File: config.mk
export PLATFORM = sky130hd
export DESIGN_NAME = regfile_dump_sequencer
export DESIGN_NICKNAME = d
export VERILOG_FILES = /design/src/rtl/regfile_dump_sequencer.sv
export SDC_FILE = /design/constraint.sdc
export NUM_CORES = 1
export LEC_CHECK = 0
export CORE_MARGIN = 1.5
export CORE_UTILIZATION = 31
export CTS_CLUSTER_DIAMETER = 60
export DETAILED_ROUTE_END_ITERATION = 12
export SYNTH_ARGS = -nofsm -noshare
export SYNTH_HDL_FRONTEND = slang
export SYNTH_SLANG_ARGS = --single-unit
File: constraint.sdc
create_clock -name clock -period 2.43 [get_ports clock]
set_input_delay 0.729 -clock clock [delete_from_list [all_inputs] [get_ports clock]]
set_output_delay 0.729 -clock clock [all_outputs]
set_load 0.02 [all_outputs]
File: src/rtl/regfile_dump_sequencer.sv
// rtl/regfile_dump_sequencer.sv - walks a register-file address range over the debug port and streams each word as bytes
//
// Parameters:
//   FIRST_REG  first register address dumped (0..31)
//   LAST_REG   last register address dumped (FIRST_REG..31)
//   DBG_WAIT   cycles between the debug clock pulse and data capture (>=1)
// Optional build macro:
//   REGFILE_DUMP_HEADER_EN  prefix every word with a header byte {3'b101, addr[4:0]}
// Ports:
//   clock, reset        system clock, synchronous active-high reset
//   start               dump request, sampled only while idle
//   busy, done          dump in progress / one-cycle completion pulse
//   dbg_addr, dbg_clock register file debug read address and debug clock pulse
//   dbg_data            register file debug read data
//   byte_valid, byte_ready, byte_data  byte stream toward the debug serializer
module regfile_dump_sequencer #(
    parameter int FIRST_REG = 0,
    parameter int LAST_REG  = 31,
    parameter int DBG_WAIT  = 1
) (
    input  logic        clock,
    input  logic        reset,
    input  logic        start,
    output logic        busy,
    output logic        done,
    output logic [4:0]  dbg_addr,
    output logic        dbg_clock,
    input  logic [31:0] dbg_data,
    output logic        byte_valid,
    input  logic        byte_ready,
    output logic [7:0]  byte_data
);

    localparam logic [2:0] S_IDLE    = 3'd0;
    localparam logic [2:0] S_SETUP   = 3'd1;
    localparam logic [2:0] S_PULSE   = 3'd2;
    localparam logic [2:0] S_WAIT    = 3'd3;
    localparam logic [2:0] S_CAPTURE = 3'd4;
    localparam logic [2:0] S_SEND    = 3'd5;
    localparam logic [2:0] S_DONE    = 3'd6;

`ifdef REGFILE_DUMP_HEADER_EN
    localparam int NBYTES = 5;
`else
    localparam int NBYTES = 4;
`endif
    localparam int SW = 8 * NBYTES;

    localparam logic [4:0]  FIRST_ADDR = 5'(FIRST_REG);
    localparam logic [4:0]  LAST_ADDR  = 5'(LAST_REG);
    localparam logic [15:0] WAIT_INIT  = 16'(DBG_WAIT);
    localparam logic [2:0]  LAST_IDX   = 3'(NBYTES - 1);

    logic [2:0]    state;
    logic [4:0]    addr_cnt;
    logic [15:0]   wait_cnt;
    logic [2:0]    byte_idx;
    logic [SW-1:0] shift_q;
    logic [SW-1:0] load_word;

    // The header (when built in) rides at the top of the shift register so
    // it leaves first through the same MSB-first byte path as the data.
`ifdef REGFILE_DUMP_HEADER_EN
    assign load_word = {3'b101, addr_cnt, dbg_data};
`else
    assign load_word = dbg_data;
`endif

    // The address counter only moves on start and between words, so the
    // debug address is stable from SETUP through CAPTURE.
    assign dbg_addr  = addr_cnt;
    assign byte_data = shift_q[SW-1 -: 8];

    always_ff @(posedge clock) begin
        if (reset) begin
            state      <= S_IDLE;
            addr_cnt   <= 5'd0;
            wait_cnt   <= 16'd0;
            byte_idx   <= 3'd0;
            shift_q    <= '0;
            busy       <= 1'b0;
            done       <= 1'b0;
            dbg_clock  <= 1'b0;
            byte_valid <= 1'b0;
        end else begin
            // Single-cycle pulses default low every cycle.
            dbg_clock <= 1'b0;
            done      <= 1'b0;
            case (state)
                S_IDLE: begin
                    if (start) begin
                        state    <= S_SETUP;
                        addr_cnt <= FIRST_ADDR;
                        busy     <= 1'b1;
                    end
                end
                S_SETUP: begin
                    // Registered so the pulse appears in the PULSE cycle,
                    // one cycle after the address settled.
                    state     <= S_PULSE;
                    dbg_clock <= 1'b1;
                end
                S_PULSE: begin
                    state    <= S_WAIT;
                    wait_cnt <= WAIT_INIT;
                end
                S_WAIT: begin
                    if (wait_cnt <= 16'd1) begin
                        state <= S_CAPTURE;
                    end else begin
                        wait_cnt <= wait_cnt - 16'd1;
                    end
                end
                S_CAPTURE: begin
                    shift_q    <= load_word;
                    byte_idx   <= 3'd0;
                    byte_valid <= 1'b1;
                    state      <= S_SEND;
                end
                S_SEND: begin
                    if (byte_ready) begin
                        shift_q  <= {shift_q[SW-9:0], 8'h00};
                        byte_idx <= byte_idx + 3'd1;
                        if (byte_idx == LAST_IDX) begin
                            byte_valid <= 1'b0;
                            // Compare-terminated: LAST_REG=31 never wraps.
                            if (addr_cnt == LAST_ADDR) begin
                                state <= S_DONE;
                                busy  <= 1'b0;
                                done  <= 1'b1;
                            end else begin
                                addr_cnt <= addr_cnt + 5'd1;
                                state    <= S_SETUP;
                            end
                        end
                    end
                end
                S_DONE: begin
                    // start is deliberately not looked at here.
                    state <= S_IDLE;
                end
                default: begin
                    state <= S_IDLE;
                end
            endcase
        end
    end

endmodule

==> flow_metrics.py <==
metrics = {
    "outcome": {
        "outcome": "complete, no violations",
    },
    "final_layout": {
        "final.fill_count": 1007,
        "antenna_cells": 0,
        "stdcell_area_um2": 3960,
        "syn_to_final_growth_pct": 28.3,
        "drive_gt1_frac": 0.0864,
        "stdcell_count": 561,
        "nNetsFinal": 465,
    },
    "cts": {
        "clk_path_buf_depth": 2,
        "cts.sinks": 63,
        "clkTransAtPathRegs_ns": 0.07,
        "htreeDepth": 3,
        "clock-root-buffer": "clkbuf_8",
        "cts_resized": 0,
        "cts_setup_buffers": 0,
        "numCtsBuffers": 9,
        "cts_tree": "built",
        "holdBufCountCts": 0,
        "clock_latency_ns": 0.35,
    },
    "power_and_ir_drop": {
        "swShare": 0.301,
        "p_sw_uw": 785,
        "internal-power_uw": 1820,
        "peakVddDrop_mv": 0.351,
        "p_total_uw": 2610,
        "pwr-share-clk": 0.365,
        "power_density_nw_per_um2": 659,
        "p_seq_frac": 0.434,
        "p_leak_uw": 0.00137,
        "comb_power_share": 0.201,
    },
    "placed_design": {
        "placed_cells": 545,
        "port_buffers": 52,
        "finalWeightedCongestion": 0.850,
        "dp_hpwl_mm": 5.16,
        "dpl-instance-area_um2": 3750,
        "dpl_worst_slack_ns": 0.0564,
    },
    "synth": {
        "synth.yosys.seq_area_share": 0.409,
        "async_reset_ff_frac": 0,
        "synth.avg_cell_area_um2": 8.13,
        "yosys_warnings": 0,
        "synth_enable_flop_cells": 0,
        "synth.cell_area_um2": 3080,
        "ys_types": 50,
        "ys_ff_latch": 63,
        "syn_nets": 421,
        "synth_cells": 379,
        "synth_flop_cell": "dfxtp_1",
    },
    "sta": {
        "period_share": 0.920,
        "max_slew.worst_pin.slew_ns": 0.614,
        "max_freq_mhz": 448,
        "rsz0062_at_grt": "false",
        "fin_crit_ns": 2.23,
        "hold_viol": 0,
        "relSlewSlack": 0.589,
        "finalSetupViolations": 0,
        "clock_skew_ns": 0.0116,
        "setup_slack_ns": 0.195,
        "setup-tns-final_ns": 0,
        "final_max_slew_viol_count": 0,
    },
    "critical_path": {
        "crit_chain": "ha_1 > and3_1 > ha_1 > nand2b_1 > mux2_2 > or4_1 > a21oi_1",
        "cpPeakStageDelay_ns": 0.47,
        "endpoint_kind": "flip-flop",
        "worstPathRequired_ns": 2.71,
        "crit_slowest_cell": "or4_1",
        "crit_fanout": 6,
        "crit_type": "flip-flop to flip-flop",
        "path_common_cell": "ha_1",
        "critPathTopFamily": "simple AND/OR/NAND/NOR gates",
        "cp.arrival_ns": 2.51,
        "start_kind": "flip-flop",
        "critPathBufInv": 0,
    },
    "floorplan": {
        "ios": 53,
        "num_rows": 36,
        "coreArea_um2": 9730,
        "fp.dieW_um": 103,
        "dieArea_um2": 10600,
        "start_util": 0.317,
        "die_y_um": 103,
    },
    "drt": {
        "firstDrtPassIters": 6,
        "vias": 2837,
        "antenna_left": 0,
        "wl_mm": 7.50,
        "routed_via_density": 5.06,
        "drt-initial-drc-count": 158,
        "drc": 0,
        "wl_per_cell_um": 13.4,
    },
    "grt": {
        "overflow": 0,
        "grt_max_degree": 49,
        "grt_pass1_wl_mm": 12.3,
        "grt_pass1_vias": 2598,
        "antenna_found_initial": 0,
        "grt.total_usage": 0.148,
    },
    "min_path": {
        "hold_path.class": "flip-flop to flip-flop",
    },
    "flow_run": {
        "cap_violations": 0,
    },
}
## Yosys cell counts (2+ instances only)
cell type  instances  area share
a2111o_1           2      0.0073
a211oi_1           3      0.0073
a21o_1             4      0.0097
a21oi_1           25       0.041
a22oi_1            9       0.022
a311oi_1          25       0.071
a31oi_1            4      0.0081
and3_1             2      0.0041
and3b_1            2      0.0057
buf_1              2      0.0024
buf_2              2      0.0032
buf_4              8       0.019
clkbuf_1          21       0.026
dfxtp_1           63        0.41
ha_1               6       0.024
inv_1              6      0.0073
mux2i_1            7       0.023
nand2_1           68       0.083
nand2b_1          11       0.022
nand3_1            5      0.0081
nand3b_1           3      0.0073
nand4b_1           2      0.0057
nor2_1            45       0.055
nor2b_1            2      0.0041
nor3_1             7       0.011
nor3b_1            2      0.0049
nor4_1             3      0.0061
nor4b_1            2      0.0057
o21ai_0            4      0.0065
o31ai_1            4      0.0097
o41ai_1            2      0.0057
or3_1              5       0.010
or4_1              5       0.012
or4b_1             2      0.0065
## layer usage
| metal | wire length, µm | share of wire | vias to the layer above | global-route usage |
|---|---|---|---|---|
| met5 | 0 | 0 | - | 0 |
| met4 | 112 | 0.015 | 0 | 0.0569 |
| met3 | 357 | 0.048 | 11 | 0.0380 |
| met2 | 3280 | 0.44 | 59 | 0.220 |
| li1 | - | - | 1457 | - |
| met1 | 3750 | 0.50 | 1310 | 0.205 |
## metrics by stage
| step | utilization | hold WS [ns] |
|---|---|---|
| global placement | 0.385 | 0.443 |
| global route | 0.407 | 0.493 |
| CTS | 0.407 | 0.464 |
| finish | 0.407 | 0.459 |
| floorplan | - | 0.436 |
| detailed placement | 0.385 | 0.453 |
## final timing paths
check,from,to,slack (ns),cells past startpoint
max,dbg_addr[0],dbg_addr[1],0.20,7
min,byte_idx[1],byte_idx[1],0.46,2
max reg2reg,dbg_addr[0],dbg_addr[1],0.20,7
min reg2reg,byte_idx[1],byte_idx[1],0.46,2
## power groups by stage
stage          logic [µW]  clock network, µW  registers (µW)
4_1_cts               527                967            1130
6_report              525                952            1130
2_1_floorplan         343                  0            1130
5_1_grt               582               1020            1140
3_3_place_gp          516                  0            1150
3_5_place_dp          522                  0            1150
## state kept, by name (all words and copies together) (netlist names)
register and cells:
dbg_addr 5, byte_idx 3, byte_valid 1, wait_cnt 16
state 3, dbg_clock 1, busy 1, done 1
shift_q 32
## cell type report
class                      count  area (µm²)  share of cell area
timing repair buffer          66         646               0.163
inverter                       6        22.5             0.00569
clock inverter                 6        68.8              0.0174
clock buffer                  10         138              0.0348
multi-input combinational    277        1650               0.418
sequential                    63        1260               0.319
tap                          133         166              0.0421
## worst min-delay path: stages, from the launching register on
cell and delay [ns]:
dfxtp_1 0.32, nand2_1 0.05, a21oi_1 0.05
## logic make-up (layout without fill, tap and decap cells)
family,after synthesis,in the layout,synth area share
adder cells (fa/ha/maj),6,6,0.0244
buffers and inverters,39,88,0.0580
flip-flops,63,63,0.409
multiplexers,8,8,0.0264
AND/OR/NAND/NOR,172,172,0.269
AO/OA/AOI/OAI,91,91,0.213
## placed cells by master, fill, tap and decap left out, drive strengths merged, types with 3 or more instances in the layout
master and count:
nand3b 3, clkbuf 10, nand3 5, mux2i 7, clkinvlp 4, a21o 4
inv 7, clkdlybuf4s50 51, or4 6, nor2 45, buf 15, a31oi 4
ha 6, dfxtp 63, or3 5, a211oi 3, a21oi 25, or4b 3
nand2 68, nand2b 11, a22oi 9, nor3 7, nor4 3, o21ai 4
a311oi 25, o31ai 4
(Power assumes the default switching activity.)
